**config.mk**
```make
export PLATFORM = sky130hd
export DESIGN_NAME = ctr_run_scheduler
export DESIGN_NICKNAME = d
export VERILOG_FILES = /design/src/rtl/ctr_sched_pkg.sv /design/src/rtl/run_ctr.sv /design/src/rtl/ctr_run_scheduler.sv
export SDC_FILE = /design/constraint.sdc
export NUM_CORES = 1
export LEC_CHECK = 0
export ABC_AREA = 1
export BUFFER_PORTS_ARGS = -buffer_cell sky130_fd_sc_hd__buf_2
export CORE_AREA = 4 4 68 117
export DETAILED_ROUTE_END_ITERATION = 12
export DIE_AREA = 0 0 72 121
export GPL_ROUTABILITY_DRIVEN = 1
export PLACE_DENSITY = 0.39
export SLEW_MARGIN = 20
export SYNTH_ARGS = -nofsm -noshare
export SYNTH_HDL_FRONTEND = slang
export SYNTH_SLANG_ARGS = --single-unit
export TNS_END_PERCENT = 1
```
**constraint.sdc**
```tcl
create_clock -name clk -period 3.5 [get_ports clk]
set_input_delay 1.05 -clock clk [delete_from_list [all_inputs] [get_ports clk]]
set_output_delay 1.05 -clock clk [all_outputs]
set_load 0.1 [all_outputs]
```
**src/rtl/ctr_sched_pkg.sv**
```systemverilog
// Shared types and constants for the run scheduler.
//   state_e   : scheduler FSM states
//   DRAIN_CYC : cycles between stop and done
package ctr_sched_pkg;

  typedef enum logic [1:0] {
    IDLE   = 2'd0,
    RUN    = 2'd1,
    DRAIN1 = 2'd2,
    DRAIN2 = 2'd3
  } state_e;

  localparam int unsigned DRAIN_CYC = 2;

endpackage

```
**src/rtl/run_ctr.sv**
```systemverilog
// Modulo-(WRAP+1) interval counter with a set/reset enable flop.
// Ports:
//   clk, reset  : clock, synchronous active-high reset
//   i_start     : set enable, clear count
//   i_stop      : clear enable and count (wins over i_start)
//   o_count     : current count (0..WRAP)
//   o_cnt_en    : enable flop state
//   o_wrap_c    : combinational strobe, enabled and count at WRAP this cycle
module run_ctr #(
  parameter int unsigned CNT_W = 4,
  parameter int unsigned WRAP  = 13
) (
  input  logic             clk,
  input  logic             reset,
  input  logic             i_start,
  input  logic             i_stop,
  output logic [CNT_W-1:0] o_count,
  output logic             o_cnt_en,
  output logic             o_wrap_c
);

  logic [CNT_W-1:0] r_count;
  logic             r_cnt_en;
  logic             w_at_wrap;

  assign w_at_wrap = (r_count == CNT_W'(WRAP));

  // Enable flop and counter; stop also returns the count to 0.
  always_ff @(posedge clk) begin
    if (reset) begin
      r_count  <= '0;
      r_cnt_en <= 1'b0;
    end else if (i_stop) begin
      r_count  <= '0;
      r_cnt_en <= 1'b0;
    end else if (i_start) begin
      r_count  <= '0;
      r_cnt_en <= 1'b1;
    end else if (r_cnt_en) begin
      r_count  <= w_at_wrap ? '0 : r_count + CNT_W'(1);
    end
  end

  assign o_count  = r_count;
  assign o_cnt_en = r_cnt_en;
  assign o_wrap_c = r_cnt_en && w_at_wrap;

endmodule

```
**src/rtl/ctr_run_scheduler.sv**
```systemverilog
// Round-robin scheduler sharing one interval counter between NREQ requesters.
// Each grant runs the counter for the requested number of laps, then drains
// two cycles before signalling done.
// Ports:
//   clk, reset : clock, synchronous active-high reset
//   req        : level request per requester
//   laps       : per-requester lap count, slice i = laps[i*LAP_W +: LAP_W], 0 means 1
//   gnt        : one-hot grant
//   busy       : any grant active
//   start/stop : one-cycle run begin / end pulses
//   count      : counter value
//   cnt_en     : counter enable
//   done       : one-cycle completion pulse to the finished requester
// Build option: CTR_SCHED_ABORT_EN -- dropping the granted req in RUN aborts the run.
module ctr_run_scheduler
  import ctr_sched_pkg::*;
#(
  parameter int unsigned NREQ  = 4,
  parameter int unsigned CNT_W = 4,
  parameter int unsigned WRAP  = 13,
  parameter int unsigned LAP_W = 4
) (
  input  logic                  clk,
  input  logic                  reset,
  input  logic [NREQ-1:0]       req,
  input  logic [NREQ*LAP_W-1:0] laps,
  output logic [NREQ-1:0]       gnt,
  output logic                  busy,
  output logic                  start,
  output logic                  stop,
  output logic [CNT_W-1:0]      count,
  output logic                  cnt_en,
  output logic [NREQ-1:0]       done
);

  localparam int unsigned IDX_W = (NREQ > 1) ? $clog2(NREQ) : 1;

  state_e            r_state, w_state_nxt;
  logic [NREQ-1:0]   r_gnt, w_gnt_nxt, r_done, w_done_nxt;
  logic              r_busy, r_start, w_start_nxt, r_stop, w_stop_nxt;
  logic [IDX_W-1:0]  r_idx, w_idx_nxt, r_rr_ptr, w_rr_nxt, w_pick, w_cand;
  logic [LAP_W-1:0]  r_laps, w_laps_nxt, r_lap_cnt, w_lap_cnt_nxt, w_pick_laps;
  logic              w_any, w_stop_cmd, w_wrap;

  run_ctr #(.CNT_W(CNT_W), .WRAP(WRAP)) u_run_ctr (
    .clk      (clk),
    .reset    (reset),
    .i_start  (r_start),
    .i_stop   (w_stop_cmd),
    .o_count  (count),
    .o_cnt_en (cnt_en),
    .o_wrap_c (w_wrap)
  );

  // Round-robin pick: first set req scanning upward from r_rr_ptr.
  always_comb begin
    w_any  = 1'b0;
    w_pick = '0;
    w_cand = '0;
    for (int unsigned k = 0; k < NREQ; k++) begin
      w_cand = IDX_W'((32'(r_rr_ptr) + k) % NREQ);
      if (!w_any && req[w_cand]) begin
        w_any  = 1'b1;
        w_pick = w_cand;
      end
    end
  end

  assign w_pick_laps = laps[32'(w_pick)*LAP_W +: LAP_W];

  // Next-state and registered-output values.
  always_comb begin
    w_state_nxt   = r_state;
    w_gnt_nxt     = r_gnt;
    w_start_nxt   = 1'b0;
    w_stop_nxt    = 1'b0;
    w_done_nxt    = '0;
    w_idx_nxt     = r_idx;
    w_laps_nxt    = r_laps;
    w_lap_cnt_nxt = r_lap_cnt;
    w_rr_nxt      = r_rr_ptr;
    w_stop_cmd    = 1'b0;
    unique case (r_state)
      IDLE: begin
        if (w_any) begin
          w_idx_nxt   = w_pick;
          w_laps_nxt  = (w_pick_laps == '0) ? LAP_W'(1) : w_pick_laps;
          w_gnt_nxt   = NREQ'(1) << w_pick;
          w_start_nxt = 1'b1;
          w_state_nxt = RUN;
        end
      end
      RUN: begin
        if (r_start) begin
          w_lap_cnt_nxt = '0;
        end else if (w_wrap) begin
          // Final wrap ends the run; the counter clears on the same edge.
          if (r_lap_cnt == r_laps - LAP_W'(1)) begin
            w_stop_cmd  = 1'b1;
            w_stop_nxt  = 1'b1;
            w_state_nxt = DRAIN1;
          end else begin
            w_lap_cnt_nxt = r_lap_cnt + LAP_W'(1);
          end
        end
`ifdef CTR_SCHED_ABORT_EN
        if (!req[r_idx]) begin
          w_stop_cmd  = 1'b1;
          w_stop_nxt  = 1'b1;
          w_state_nxt = DRAIN1;
        end
`endif
      end
      DRAIN1: begin
        w_state_nxt = DRAIN2;
      end
      DRAIN2: begin
        w_state_nxt = IDLE;
        w_gnt_nxt   = '0;
        w_done_nxt  = NREQ'(1) << r_idx;
        w_rr_nxt    = (r_idx == IDX_W'(NREQ - 1)) ? '0 : r_idx + IDX_W'(1);
      end
      default: begin
        w_state_nxt = IDLE;
      end
    endcase
  end

  // State and output registers.
  always_ff @(posedge clk) begin
    if (reset) begin
      r_state   <= IDLE;
      r_gnt     <= '0;
      r_busy    <= 1'b0;
      r_start   <= 1'b0;
      r_stop    <= 1'b0;
      r_done    <= '0;
      r_idx     <= '0;
      r_laps    <= '0;
      r_lap_cnt <= '0;
      r_rr_ptr  <= '0;
    end else begin
      r_state   <= w_state_nxt;
      r_gnt     <= w_gnt_nxt;
      r_busy    <= |w_gnt_nxt;
      r_start   <= w_start_nxt;
      r_stop    <= w_stop_nxt;
      r_done    <= w_done_nxt;
      r_idx     <= w_idx_nxt;
      r_laps    <= w_laps_nxt;
      r_lap_cnt <= w_lap_cnt_nxt;
      r_rr_ptr  <= w_rr_nxt;
    end
  end

  assign gnt   = r_gnt;
  assign busy  = r_busy;
  assign start = r_start;
  assign stop  = r_stop;
  assign done  = r_done;

endmodule

```
==> flow_summary.json, run 1 <==
{
  "number_of_buffers_inserted_by_hold_repair_at_cts": 0,
  "ctsResizeCount": 0,
  "path_depth": 15,
  "timing.critical_path.mode_cell": "sky130_fd_sc_hd__nand2_1",
  "design.portCount": 38,
  "count_of_vias_placed_by_the_detailed_router": 1669,
  "powerDensity_mw_per_mm2": 847,
  "final.period_utilization_pct": 68.4,
  "fill_cells": 820,
  "num_antenna_cells": 0,
  "critPathRequiredTime_ns": 3.66,
  "timing.critical_path.arrival_ns": 2.55,
  "htree_levels": 2,
  "finalClockSkew_ns": 0.00548,
  "critical_path.top_delay_family": "simple AND/OR/NAND/NOR gates",
  "routed_wire_length_per_instance_um": 11.6,
  "timing.critical_path.to_type": "flip-flop",
  "synth.top_cells.by_area": "sky130_fd_sc_hd__dfxtp_1, sky130_fd_sc_hd__nand2_1, sky130_fd_sc_hd__nand3_1, sky130_fd_sc_hd__inv_1, sky130_fd_sc_hd__nor2_1",
  "die-width_um": 72,
  "timing.hold.worst.class": "reg2reg",
  "synth.yosys.seq_area_share_pct": 34.9,
  "report.final.slew_viol_count": 0,
  "postRouteWirelength_um": 4460,
  "synth_largest_area_cell": "sky130_fd_sc_hd__dfxtp_1",
  "critical_path.n_buffers_inverters": 3,
  "worst_slew_pin_slew_ns": 0.539,
  "critical_path.cell_chain": "buf_2, inv_1, nand2_1, nand3_1, nand2_2, inv_1, nand2_1, nor2_2, nand2_2, nand2_4, nor2_1, a22oi_1, nand2_1, nand2_1, nand3_1",
  "final_period_minus_worst_setup_slack_ns": 2.40,
  "grtUsageTotal_pct": 11.2,
  "grt_max_degree": 16,
  "worst_slew_margin_rel_pct": 64.0,
  "synthesis.yosys.warnings": 0,
  "synth_edf_count": 0,
  "setup-tns-final_ns": 0,
  "reg2reg_slack_ns": 1.26,
  "synth_commonest_cells": "sky130_fd_sc_hd__nand2_1, sky130_fd_sc_hd__dfxtp_1, sky130_fd_sc_hd__nand3_1",
  "rsz0062_at_grt": "false",
  "numCtsBuffers": 5,
  "timing.critical_path.to": "busy$_SDFF_PP0_",
  "post_route_cells_drive_above_1_share_pct": 21.5,
  "worst_hold_margin_ns": 0.492,
  "first_global_vias": 1694,
  "finalWeightedCongestion": 0.798,
  "clk_latency_ns": 0.27,
  "syn-num-nets": 284,
  "final-hold-violation-count": 0,
  "netlist_instances": 255,
  "cts_tree": "yes",
  "place_hpwl_um": 3700,
  "ff_latch_area_sq_um": 601,
  "cellLeakagePower_nw": 1.10,
  "drt_drc_violations_left": 0,
  "fmax_mhz": 417,
  "run_status": "finished clean",
  "reg2regPathDepth": 15,
  "dieArea_sq_mm": 0.00871,
  "global_route_wire_length_before_repair_um": 7560,
  "netlist.area_leader.share_pct": 34.9,
  "post-cts-setup-buffers": 0,
  "chipHeight_um": 121,
  "num_rows": 41,
  "place.port_buffers": 37,
  "path_max_fanout": 10,
  "worstSetupPathType": "in2reg",
  "asyncSetResetFlopFracSynth_pct": 0,
  "multi_input_area_sq_um": 988,
  "kind_of_start_point_of_the_critical_path": "primary input",
  "setup_viol": 0,
  "core_area_sq_mm": 0.00708,
  "final_nets": 326,
  "synthesis.area_sq_mm": 0.00172,
  "cts_num_sinks": 30,
  "ys_seq_elements": 30,
  "route.antenna.remaining_nets": 0,
  "initial_utilization_pct": 24.3,
  "worst_path_largest_cell_delay_ns": 0.19,
  "r2r-start": "r_rr_ptr[0]$_SDFFE_PP0N_",
  "vdd_ir_drop_max_mv": 0.249,
  "hold_start": "u_run_ctr.o_count[0]$_SDFFE_PP0P_",
  "power.total_mw": 1.82,
  "route.detailed.vias_per_inst": 4.35,
  "cap_viol_max_count": 0,
  "reg2reg_to": "busy$_SDFF_PP0_",
  "postSynth.topFlopCell": "sky130_fd_sc_hd__dfxtp_1",
  "synthesis.area_per_instance_sq_um": 6.75,
  "critical-path-slowest-cell": "sky130_fd_sc_hd__a22oi_1",
  "synth_cell_type_count": 28,
  "synth.most_common_cell": "sky130_fd_sc_hd__nand2_1",
  "grt_overflow_total": 0,
  "synthToLayoutAreaGrowth_pct": 24.9,
  "firstDrtPassIters": 4,
  "cp-startpoint": "req[1]",
  "clk_path_buf_depth": 2,
  "antenna_found_initial": 0,
  "clk_root_buffer_cell": "sky130_fd_sc_hd__clkbuf_16",
  "clk_pin_slew_worst_paths_ns": 0.05,
  "dr.first_iter.drc_count": 36
}
==> stage by stage <==
stage / util [%] / instance area (sq um) / instances / setup WS (ns)
after floorplan: - / 1720 / 255 / 1.19
after global placement: 28.2 / 2000 / 376 / 0.780
after detailed placement: 28.2 / 2000 / 376 / 0.801
after CTS: 30.4 / 2150 / 384 / 1.09
after global routing: 30.4 / 2150 / 384 / 0.884
final: 30.4 / 2150 / 384 / 1.10
==> power by group <==
group	internal, mW	switching [mW]
logic	0.260	0.639
clock network	0.281	0.147
registers	0.420	0.0754
total	0.960	0.861
==> cell usage in the layout (no fill, tap or decap), types with 2 or more instances in the layout <==
cell,instances
sky130_fd_sc_hd__nand2_1,78
sky130_fd_sc_hd__buf_2,37
sky130_fd_sc_hd__dfxtp_1,30
sky130_fd_sc_hd__nand3_1,26
sky130_fd_sc_hd__inv_1,25
sky130_fd_sc_hd__nor2_1,25
sky130_fd_sc_hd__a21oi_1,11
sky130_fd_sc_hd__nor3_1,7
sky130_fd_sc_hd__ha_1,7
sky130_fd_sc_hd__o21ai_0,6
sky130_fd_sc_hd__inv_2,5
sky130_fd_sc_hd__nand2_2,5
sky130_fd_sc_hd__xor2_1,5
sky130_fd_sc_hd__clkbuf_16,5
sky130_fd_sc_hd__nor2_2,4
sky130_fd_sc_hd__xnor2_1,3
sky130_fd_sc_hd__nand2_4,2
sky130_fd_sc_hd__nand3_2,2
sky130_fd_sc_hd__a22oi_1,2
sky130_fd_sc_hd__a211oi_1,2
==> layer usage <==
layer  vias to the layer above  part of all wire (%)  track usage (%)
met5                         -                     0                0
met4                         0                   3.9             6.47
met3                        10                   3.5             2.24
met2                        36                    54             21.0
met1                       728                    39             10.9
li1                        895                     -                -
==> worst min path at each step <==
stage                                        endpoint  slack, ns  cells after the start
floorplan                          done[0]$_SDFF_PP0_       0.45                      1
global placement    u_run_ctr.o_count[0]$_SDFFE_PP0P_       0.49                      2
detailed placement  u_run_ctr.o_count[0]$_SDFFE_PP0P_       0.49                      2
CTS                 u_run_ctr.o_count[0]$_SDFFE_PP0P_       0.50                      2
global route        u_run_ctr.o_count[0]$_SDFFE_PP0P_       0.52                      2
finish              u_run_ctr.o_count[0]$_SDFFE_PP0P_       0.49                      2
==> flip-flops by register name (all words and copies together), names as in the netlist <==
register / count
r_laps: 4
stop: 1
done: 4
gnt: 4
u_run_ctr.o_count: 4
r_state: 2
r_lap_cnt: 4
u_run_ctr.o_cnt_en: 1
r_idx: 2
start: 1
busy: 1
r_rr_ptr: 2
==> cells by family after synthesis <==
family / Yosys count / share of synthesized area [%]
flip-flops: 30 / 34.9
XOR/XNOR: 8 / 4.07
adder cells (fa/ha/maj): 7 / 5.09
buffers and inverters: 33 / 7.64
AO/OA/AOI/OAI: 25 / 8.58
AND/OR/NAND/NOR: 152 / 39.7
==> tightest hold or removal path, stage by stage, from the launching register on <==
cell and delay, ns:
sky130_fd_sc_hd__dfxtp_1 0.31, sky130_fd_sc_hd__nor2_1 0.08, sky130_fd_sc_hd__nor3b_1 0.05
==> layout make-up <==
class | count | share of cell area (%)
Clock inverter | 2 | 0.582
Inverter | 31 | 5.41
Clock buffer | 6 | 6.46
Tap cell | 86 | 5.01
Timing Repair Buffer | 37 | 8.61
Multi-Input combinational cell | 192 | 46.0
Sequential cell | 30 | 27.9
Note: power is estimated with default switching activity, not from simulation.
==> inputs of run 2 (changes only) <==
- ABC_AREA: 1 -> 0
- CORE_AREA: 4 4 68 117 -> 4 4 67 115
- DIE_AREA: 0 0 72 121 -> 0 0 71 119
- PLACE_DENSITY: 0.39 -> 0.4
- clock period: 3.5 -> 2.1 ns (I/O delays scaled with it)
==> run 2 against run 1 <==
Hold slack worse by 0.027 ns; die area decreased by 3.0%; utilization is 2.1 points higher; register-to-register slack got worse by 1.0 ns; first-iteration DRC count grew 25%; final area rose by 2.8%; global-route usage barely moved; routed wire length shrank 2.0%; clock-buffer cell count grew 1; critical path type unchanged; critical endpoint is now r_laps[0]$_SDFFE_PP0P_; highest routed layer unchanged.
==> flow_summary.json, run 2 <==
{
  "worst_slew_margin_rel_pct": 67.1,
  "finalClockSkew_ns": 0.00462,
  "synth_largest_area_cell": "sky130_fd_sc_hd__dfxtp_1",
  "timing.critical_path.arrival_ns": 2.06,
  "stdcell_count": 334,
  "path_max_fanout": 3,
  "yosys.area_share.adder_pct": 5.35,
  "route.detailed.vias_per_inst": 4.55,
  "synthesis.area_sq_mm": 0.00164,
  "synth.top_cells.by_area": "sky130_fd_sc_hd__dfxtp_1, sky130_fd_sc_hd__nor2_1, sky130_fd_sc_hd__ha_1, sky130_fd_sc_hd__nand3_1, sky130_fd_sc_hd__a21oi_1",
  "post-cts-setup-buffers": 0,
  "initial_utilization_pct": 24.1,
  "global_route_wire_length_before_repair_um": 7250,
  "ys_seq_elements": 30,
  "clk_path_buf_depth": 2,
  "count_of_vias_placed_by_the_detailed_router": 1519,
  "synthToLayoutAreaGrowth_pct": 34.9,
  "core_area_sq_mm": 0.00681,
  "htree_levels": 2,
  "clk_root_buffer_cell": "sky130_fd_sc_hd__clkbuf_16",
  "chipHeight_um": 119,
  "synth_commonest_cells": "sky130_fd_sc_hd__dfxtp_1, sky130_fd_sc_hd__nor2_1, sky130_fd_sc_hd__nand3_1",
  "asyncSetResetFlopFracSynth_pct": 0,
  "worst_path_largest_cell_delay_ns": 0.30,
  "antenna_found_initial": 0,
  "muxShareOfSynthArea_pct": 4.66,
  "clk_pin_slew_worst_paths_ns": 0.05,
  "setup_viol": 0,
  "report.final.slew_viol_count": 0,
  "syn-num-nets": 220,
  "placedInstanceArea_sq_mm": 0.00206,
  "final_nets": 278,
  "synth_compound_area_share_pct": 18.6,
  "netlist.area_leader.share_pct": 36.7,
  "synth.yosys.seq_area_share_pct": 36.7,
  "timing.hold.worst.class": "reg2reg",
  "grt_max_degree": 14,
  "synthesis.yosys.warnings": 0,
  "synth_top_family_by_area": "simple AND/OR/NAND/NOR gates",
  "ctsResizeCount": 0,
  "powerDensity_mw_per_mm2": 1250,
  "final-hold-violation-count": 0,
  "numCtsBuffers": 5,
  "cellLeakagePower_nw": 0.947,
  "firstDrtPassIters": 4,
  "clk_latency_ns": 0.27,
  "run_status": "finished clean",
  "kind_of_start_point_of_the_critical_path": "primary input",
  "place_hpwl_um": 3490,
  "routed_wire_length_per_instance_um": 13.1,
  "finalWeightedCongestion": 0.714,
  "post_route_cells_drive_above_1_share_pct": 31.6,
  "synth_xor_xnor_area_share_pct": 5.35,
  "final.period_utilization_pct": 91.4,
  "synth.most_common_cell": "sky130_fd_sc_hd__dfxtp_1",
  "worstSetupPathType": "in2reg",
  "synth_edf_count": 0,
  "timing.critical_path.to_type": "flip-flop",
  "cts_num_sinks": 30,
  "die-width_um": 71,
  "grtUsageTotal_pct": 11.1,
  "postRouteWirelength_um": 4370,
  "worst_slew_pin_slew_ns": 0.496,
  "final_period_minus_worst_setup_slack_ns": 1.92,
  "synthesis.area_per_instance_sq_um": 8.57,
  "number_of_buffers_inserted_by_hold_repair_at_cts": 0,
  "route.antenna.remaining_nets": 0,
  "mostFrequentLayoutCell": "sky130_fd_sc_hd__buf_2",
  "power.total_mw": 2.76,
  "netlist_instances": 191,
  "design.portCount": 38,
  "fmax_mhz": 521,
  "critical-path-slowest-cell": "sky130_fd_sc_hd__mux2_4",
  "critPathRequiredTime_ns": 2.24,
  "num_antenna_cells": 0,
  "synth_simple_gate_area_share_pct": 25.9,
  "first_global_vias": 1567,
  "vdd_ir_drop_max_mv": 0.495,
  "design_area_sq_mm": 0.00221,
  "dieArea_sq_mm": 0.00845,
  "commonest_cells_after_routing_fill_and_taps_aside": "sky130_fd_sc_hd__buf_2, sky130_fd_sc_hd__nor2_1, sky130_fd_sc_hd__dfxtp_1, sky130_fd_sc_hd__buf_4, sky130_fd_sc_hd__nand3_1",
  "cap_viol_max_count": 0,
  "place.port_buffers": 37,
  "rsz0062_at_grt": "false",
  "drt_drc_violations_left": 0,
  "dr.first_iter.drc_count": 45,
  "placed_cells": 326,
  "final_core_utilization_pct": 32.5,
  "synth_cell_type_count": 48,
  "fill_cells": 775,
  "postSynth.topFlopCell": "sky130_fd_sc_hd__dfxtp_1",
  "cts_tree": "yes",
  "num_rows": 40,
  "critical_path.cell_chain": "buf_2, and2_1, o211a_4, nor2_8, mux2_4, a221oi_1, o32ai_1",
  "grt_overflow_total": 0
}
run 2: worst paths after layout:
| kind | to | slack [ns] | from | cells past startpoint |
|---|---|---|---|---|
| max | r_laps[0]$_SDFFE_PP0P_ | 0.18 | req[0] | 7 |
| min | r_laps[3]$_SDFFE_PP0P_ | 0.46 | r_laps[3]$_SDFFE_PP0P_ | 2 |
| max reg2reg | r_state[0]$_SDFFE_PP0P_ | 0.23 | r_laps[0]$_SDFFE_PP0P_ | 7 |
| min reg2reg | r_laps[3]$_SDFFE_PP0P_ | 0.46 | r_laps[3]$_SDFFE_PP0P_ | 2 |
run 2: area by class of cell:
cell class	count	area, sq um	area share [%]
Clock buffer	7	143	6.46
Timing Repair Buffer	57	335	15.2
Tap cell	84	105	4.76
Sequential cell	30	607	27.5
Multi-Input combinational cell	147	985	44.6
Clock inverter	1	5.00	0.227
Inverter	8	30.0	1.36
run 2: critical path, delay by kind of cell:
| family | cells | cell delay [ns] |
|---|---|---|
| AO/OA/AOI/OAI | 3 | 0.72 |
| AND/OR/NAND/NOR | 2 | 0.30 |
| buffers and inverters | 1 | 0.11 |
| multiplexers | 1 | 0.30 |
run 2: logic make-up after synthesis:
family	Yosys count
fa+ha+maj	7
xor+xnor	10
mux	7
simple gates	82
flops	30
buf+inv	14
compound gates	41
run 2: stage by stage:
stage | worst slack, ns | hold slack (ns) | setup TNS, ns
detailed placement | -0.120 | 0.464 | -0.127
global placement | -0.110 | 0.464 | -0.122
global route | 0.0697 | 0.516 | 0
CTS | 0.0985 | 0.472 | 0
floorplan | 0.0404 | 0.448 | 0
finish | 0.180 | 0.465 | 0
run 2: metal layers:
layer / global-route usage (%) / routed length, um
met5: 0 / 0
met4: 7.76 / 152
met3: 2.20 / 172
met2: 20.0 / 2390
met1: 11.1 / 1660
run 2: where the power goes:
part,internal [mW],total [mW],switching [mW]
clock,0.469,0.711,0.243
sequential,0.680,0.784,0.104
combinational,0.441,1.27,0.824
